==> config.mk <==
export PLATFORM = sky130hd
export DESIGN_NAME = cordic_sincos_pipe
export DESIGN_NICKNAME = d
export VERILOG_FILES = /design/src/rtl/cordic_sincos_pipe.sv
export SDC_FILE = /design/constraint.sdc
export NUM_CORES = 2
export LEC_CHECK = 0
export BUFFER_PORTS_ARGS = -buffer_cell sky130_fd_sc_hd__buf_2
export CAP_MARGIN = 40
export CORE_MARGIN = 10
export CORE_UTILIZATION = 50
export CTS_BUF_LIST = sky130_fd_sc_hd__clkbuf_16
export DETAILED_ROUTE_END_ITERATION = 7
export GPL_TIMING_DRIVEN = 0
export PLACE_DENSITY_LB_ADDON = 0.1
export RECOVER_POWER = 50
export SLEW_MARGIN = 10
export SYNTH_ARGS = -nofsm -noshare
export SYNTH_HDL_FRONTEND = slang
export SYNTH_SLANG_ARGS = --single-unit
==> constraint.sdc <==
create_clock -name clock -period 37.9 [get_ports clock]
set_input_delay 7.58 -clock clock [delete_from_list [all_inputs] [get_ports clock]]
set_output_delay 7.58 -clock clock [all_outputs]
set_load 0.02 [all_outputs]
==> src/rtl/cordic_sincos_pipe.sv <==
// ============================================================================
//  Module   : cordic_sincos_pipe
//  Purpose  : Fully pipelined fixed-point CORDIC rotator producing cos/sin of
//             a signed Q3 radian angle every enabled clock.
//  Options  : CORDIC_QUAD_EXT_EN extends the input range to [-pi, pi).
//  Revision : 1.0 - initial release
// ============================================================================
`default_nettype none

module cordic_sincos_pipe #(
  parameter int WIDTH  = 22,
  parameter int STAGES = 16
) (
  input  logic             clock,
  input  logic             aclr,
  input  logic             clk_en,
  input  logic             in_valid,
  input  logic [WIDTH-1:0] angle,
  output logic             out_valid,
  output logic [WIDTH-1:0] cos_out,
  output logic [WIDTH-1:0] sin_out
);

  localparam int DW = WIDTH + 2;
  localparam int SH = 32 - WIDTH;

  // Round-to-nearest right shift of a non-negative constant.
  function automatic logic [63:0] rnd_shr(input logic [63:0] v, input int s);
    rnd_shr = ((v << 1) + (64'd1 << s)) >> (s + 1);
  endfunction

  function automatic logic [31:0] atan_q29(input int idx);
    case (idx)
      0:       atan_q29 = 32'd421657428;
      1:       atan_q29 = 32'd248918915;
      2:       atan_q29 = 32'd131521918;
      3:       atan_q29 = 32'd66762579;
      4:       atan_q29 = 32'd33510843;
      5:       atan_q29 = 32'd16771758;
      6:       atan_q29 = 32'd8387925;
      7:       atan_q29 = 32'd4194219;
      8:       atan_q29 = 32'd2097141;
      9:       atan_q29 = 32'd1048575;
      10:      atan_q29 = 32'd524288;
      default: atan_q29 = (idx < 30) ? (32'd1 << (29 - idx)) : 32'd0;
    endcase
  endfunction

  function automatic logic signed [DW-1:0] atan_g(input int idx);
    atan_g = DW'(rnd_shr({32'd0, atan_q29(idx)}, SH) << 2);
  endfunction

  localparam logic [63:0]          K_Q32      = 64'd2608131496;
  localparam logic signed [DW-1:0] X_INIT     = DW'(rnd_shr(K_Q32, SH + 2) << 2);
  localparam logic signed [DW:0]   SAT_HI     = (DW+1)'((64'd1 << (WIDTH - 1)) - 64'd1);
  localparam logic signed [DW:0]   ROUND_HALF = (DW+1)'(2);

  function automatic logic [WIDTH-1:0] round_sat(input logic signed [DW:0] v);
    logic signed [DW:0] r;
    r = v + ROUND_HALF;
    r = r >>> 2;
    if (r > SAT_HI)
      round_sat = SAT_HI[WIDTH-1:0];
    else if (r < -SAT_HI)
      round_sat = (-SAT_HI) & {(DW+1){1'b1}};
    else
      round_sat = r[WIDTH-1:0];
  endfunction

  logic signed [DW-1:0] x_q [0:STAGES];
  logic signed [DW-1:0] x_d [0:STAGES];
  logic signed [DW-1:0] y_q [0:STAGES];
  logic signed [DW-1:0] y_d [0:STAGES];
  logic signed [DW-1:0] z_q [0:STAGES-1];
  logic signed [DW-1:0] z_d [0:STAGES-1];
  logic [STAGES:0]      v_q;
  logic [STAGES:0]      v_d;
  logic signed [WIDTH-1:0] ang_f;

  logic                 out_valid_q;
  logic [WIDTH-1:0]     cos_q, cos_d;
  logic [WIDTH-1:0]     sin_q, sin_d;
  logic signed [DW:0]   xo_w, yo_w;

`ifdef CORDIC_QUAD_EXT_EN
  localparam logic signed [WIDTH-1:0] PI_Q      = WIDTH'(rnd_shr(64'd1686629713, SH));
  localparam logic signed [WIDTH-1:0] HALF_PI_Q = WIDTH'(rnd_shr(64'd843314857, SH));

  logic            neg_w;
  logic [STAGES:0] neg_q;

  // Fold outer half-plane angles by pi; the flag negates the result later.
  always_comb begin
    ang_f = angle;
    neg_w = 1'b0;
    if ($signed(angle) > HALF_PI_Q) begin
      ang_f = $signed(angle) - PI_Q;
      neg_w = 1'b1;
    end else if ($signed(angle) < -HALF_PI_Q) begin
      ang_f = $signed(angle) + PI_Q;
      neg_w = 1'b1;
    end
  end

  always_ff @(posedge clock or posedge aclr) begin
    if (aclr)
      neg_q <= '0;
    else if (clk_en)
      neg_q <= {neg_q[STAGES-1:0], neg_w};
  end
`else
  assign ang_f = angle;
`endif

  always_comb begin
    x_d[0] = X_INIT;
    y_d[0] = '0;
    z_d[0] = {ang_f, 2'b00};
    v_d    = {v_q[STAGES-1:0], in_valid};
    for (int k = 1; k <= STAGES; k++) begin
      if (z_q[k-1][DW-1]) begin
        x_d[k] = x_q[k-1] + (y_q[k-1] >>> (k - 1));
        y_d[k] = y_q[k-1] - (x_q[k-1] >>> (k - 1));
      end else begin
        x_d[k] = x_q[k-1] - (y_q[k-1] >>> (k - 1));
        y_d[k] = y_q[k-1] + (x_q[k-1] >>> (k - 1));
      end
    end
    // The last rotation stage needs only the sign of z, so no z register follows it.
    for (int k = 1; k < STAGES; k++) begin
      if (z_q[k-1][DW-1])
        z_d[k] = z_q[k-1] + atan_g(k - 1);
      else
        z_d[k] = z_q[k-1] - atan_g(k - 1);
    end
  end

  always_comb begin
    xo_w = {x_q[STAGES][DW-1], x_q[STAGES]};
    yo_w = {y_q[STAGES][DW-1], y_q[STAGES]};
`ifdef CORDIC_QUAD_EXT_EN
    if (neg_q[STAGES]) begin
      xo_w = -xo_w;
      yo_w = -yo_w;
    end
`endif
    cos_d = round_sat(xo_w);
    sin_d = round_sat(yo_w);
  end

  always_ff @(posedge clock or posedge aclr) begin
    if (aclr) begin
      for (int k = 0; k <= STAGES; k++) begin
        x_q[k] <= '0;
        y_q[k] <= '0;
      end
      for (int k = 0; k < STAGES; k++)
        z_q[k] <= '0;
      v_q         <= '0;
      out_valid_q <= 1'b0;
      cos_q       <= '0;
      sin_q       <= '0;
    end else if (clk_en) begin
      for (int k = 0; k <= STAGES; k++) begin
        x_q[k] <= x_d[k];
        y_q[k] <= y_d[k];
      end
      for (int k = 0; k < STAGES; k++)
        z_q[k] <= z_d[k];
      v_q         <= v_d;
      out_valid_q <= v_q[STAGES];
      cos_q       <= cos_d;
      sin_q       <= sin_d;
    end
  end

  assign out_valid = out_valid_q;
  assign cos_out   = cos_q;
  assign sin_out   = sin_q;

endmodule

`default_nettype wire

### After elaboration in Yosys (flattened, before gate mapping)

Cells that the tools add are included.

* register bits after elaboration: 1211
* input bits: 26
* output and inout bits: 45
* word-level logic and storage cells: 260

* $add $sub $neg: 123
* order comparisons: 4
* muxes and demuxes: 80

Operators by type and width (count)
* two-way mux 24 bit: 46
* adder 33 x 11 -> 33 bit (second input constant): 30
* two-way mux 32 bit: 30
* adder 24 bit: 15
* subtractor 24 bit: 15
* two-way mux 22 bit: 4
* adder 24 x 22 -> 24 bit: 3
* subtractor 24 x 22 -> 24 bit: 3
* adder 24 x 3 -> 25 bit (second input constant): 2
* adder 24 x 10 -> 24 bit: 2
* adder 24 x 11 -> 24 bit: 2
* adder 24 x 12 -> 24 bit: 2
* adder 24 x 13 -> 24 bit: 2
* adder 24 x 14 -> 24 bit: 2
* adder 24 x 15 -> 24 bit: 2
* adder 24 x 16 -> 24 bit: 2
* adder 24 x 17 -> 24 bit: 2
* adder 24 x 18 -> 24 bit: 2
* adder 24 x 19 -> 24 bit: 2
* adder 24 x 20 -> 24 bit: 2
* adder 24 x 21 -> 24 bit: 2
* adder 24 x 9 -> 24 bit: 2
* subtractor 24 x 10 -> 24 bit: 2
* subtractor 24 x 11 -> 24 bit: 2
* other kinds (16): 29

### Depth between registers and ports, before layout

* depth in word-level cells: 4
* mapped depth: 19
* depth with buffers taken out: 19

### Worst setup path after synthesis

OpenSTA, ideal clock, no wires.

* path kind: in2reg
* start: in clk_en
* end: reg x_q[161] in the netlist's numbering
* setup time: 0.081 ns
* arrival: 9.062 ns
* setup slack: 28.757 ns
* stages on the path: 5
* path through: clkbuf_1 clkbuf_1 clkbuf_1 buf_1 mux2i_1

RTL lines
* start: declaration: RTL line 16 `input logic clk_en,`
* end signal: indexed assignment: RTL line 165 `x_q[k] <= x_d[k];`
* end: declaration: RTL line 70 `logic signed [DW-1:0] x_q [0:STAGES];`

No word-level cell between the ends.

==> results.ini <==
[run_status]
outcome=complete, but fails checks
violations=DRC, capacitance limit, slew limit

[logic_synthesis]
ys_seq_area_share_pct=29.4
yosysUniqueCellTypes=101
synthXorXnorAreaFrac_pct=11.0
synth.area.top_cells=dfrtp_1 29%, ha_1 14%, mux2_2 8.3%, xnor2_1 7.9%, a21oi_1 5.2%
synth_common_cells=1,072 x dfrtp_1, 1,031 x ha_1, 939 x a21oi_1, 827 x xnor2_1, 824 x nor2_1
synth.most_common_cell=dfrtp_1
synthMuxAreaShare_pct=9.04
post-synth-top-area-cell=dfrtp_1
yosys.area_share.simple_pct=13.5
synth_top_family_by_area=compound AO/OA/AOI/OAI gates
synth_ff_type=dfrtp_1
syn_area_sq_um=91200
syn-instance-count=10100
syn_nets=11200
synth_edf_count=0
synth_warnings=0
synth_seq_cells=1072
synth.avg_cell_area_sq_um=9.06
async_flop_share_pct=100
synth_compound_area_share_pct=19.0
yosys.area_share.adder_pct=15.1
synth_top_area_share_pct=29.4

[floorplanning]
coreArea_sq_um=181000
die_w_microns=447
die-height_microns=447
start_util_pct=50.3
dieArea_sq_um=200000
io-pin-count=71
fp-row-count=156

[clock_network]
cts_hold_buffers=0
cts_buffers=137
clock-sinks=1072
cts_tree=yes
cts_resized=0
cts_root_buf=clkbuf_16
ctsHtreeMaxLevel=4
cts_max_path_buffers=3
clk_pin_slew_ns=0.05
cts_setup_buffers=0
clk_latency_ns=0.80

[drt]
drt_iter0_drc=6268
wl_per_cell_microns=23.9
drt_first_pass_iters=8
viasPerCell=6.06
vias=77800
drc=4
postRouteAntennaNets=0
drt_wl_total_microns=307000

[place]
port_buffers=70
place_congestion=0.945
dp_hpwl_microns=242000
dp.cells=12600

[worst_setup_path]
crit_required_ns=37.38
path_common_cell=clkbuf_1
crit_chain=clkbuf_1, inv_8, clkbuf_1, clkbuf_1, clkbuf_1
critPathCaptureType=async pin
arrival_ns=20.61
crit_slowest_cell=clkbuf_1
slowest_delay_ns=4.28
path_class=in2async
critPathMaxFanout=111
crit_family=buffers and inverters
cp_num_buf_inv=5
startpoint_type=input pin

[global_routing]
grt-ovfl-total=0
first_global_vias=75800
grt_pass1_wl_microns=465000
grt_max_degree=117
grtUsageTotal_pct=30.0
antenna_found_initial=27

[cells_and_area]
areaGrowthSynthToFinish_pct=9.55
nets=11500
fillers=16700
fin_cells=12800
drive_above_1_share_pct=10.5
multi_input_area_sq_um=61700
seqCellArea_sq_um=26800

[sta]
tightest_slew_ns=6.02
layout_worst_path_cycle_share_pct=55.7
slew_headroom_pct=-302
max_clock_freq_mhz=47.3
clock_skew_ns=0.0256
slew_violations=772
setup_viol=0
rsz0062_at_grt=no
tns_ns=0
final-hold-violation-count=0
fin_crit_ns=21.12

[job]
maxCapViolations=9

[min_path]
hold_path.class=reg2reg

logic make-up (layout without fill, tap and decap cells):
group	count (synthesis)	count (layout)
compound gates	2727	2727
simple gates	2596	2596
xor+xnor	1149	1149
fa+ha+maj	1073	1073
flops	1072	1072
mux	739	739
buf+inv	712	1110
other cells	0	4
layout by cell type, fill, tap and decap left out, types with 72 or more instances in the layout:
cell / n
dfrtp_1: 1072
ha_1: 1031
a21oi_1: 939
xnor2_1: 827
nor2_1: 824
mux2_2: 671
nand2_1: 622
inv_1: 435
o21ai_0: 349
xor2_1: 322
nor3_1: 304
a21o_1: 286
clkbuf_1: 272
nand3_1: 164
a31oi_1: 155
clkbuf_16: 141
o21ai_1: 136
o21a_1: 129
o21bai_1: 112
nand2b_1: 102
nor2b_1: 90
or3_1: 81
and3_1: 81
a211oi_1: 78
o211ai_1: 72
sequential cells by signal, indices dropped and copies added (netlist names):
register	count
y_q	359
z_q	291
x_q	360
v_q	17
out_valid	1
cos_out	22
sin_out	22
cell type report:
type | count | area share [%]
diodes | 4 | 0.0100
plain buffers | 296 | 1.18
clock buffers | 141 | 3.53
clock inverters | 104 | 0.766
inverters | 416 | 1.57
multi-input cells | 8284 | 61.7
flip-flops and latches | 1072 | 26.9
well taps | 2370 | 2.97
repair buffers | 153 | 1.38
worst paths after layout:
kind / start / endpoint / slack [ns] / cells past startpoint
setup / recovery: aclr / y_q[54] / 16.78 / 5
hold / removal: cos_out[6] / cos_out[6] / 0.48 / 1
setup reg to reg: z_q[263] / y_q[261] / 32.18 / 14
hold reg to reg: cos_out[6] / cos_out[6] / 0.48 / 1
max in group clock: clk_en / y_q[177] / 26.62 / 7
min in group asynchronous: aclr / y_q[168] / 9.14 / 3
routing by layer:
metal | vias to the layer above | global-route usage (%) | share of wire (%)
li1 | 37100 | - | -
met1 | 37600 | 39.9 | 44
met2 | 2414 | 48.8 | 45
met3 | 639 | 4.38 | 5.9
met4 | 10 | 12.4 | 5.0
met5 | - | 0 | 0.027
metrics by stage:
step / hold slack [ns] / instance area [sq um] / worst slack (ns) / util (%)
2_1_floorplan: 0.437 / 91200 / 0.143 / -
3_3_place_gp: 0.461 / 94500 / -12.42 / 52.2
3_5_place_dp: 0.462 / 95900 / 26.70 / 52.9
4_1_cts: 0.483 / 100000 / 27.54 / 55.3
5_1_grt: 0.497 / 99900 / 14.04 / 55.2
6_report: 0.480 / 99900 / 16.78 / 55.2
Power is left out: the tool's default activity adds up to more than one toggle a clock period on the data nets, which glitch-free logic cannot reach.
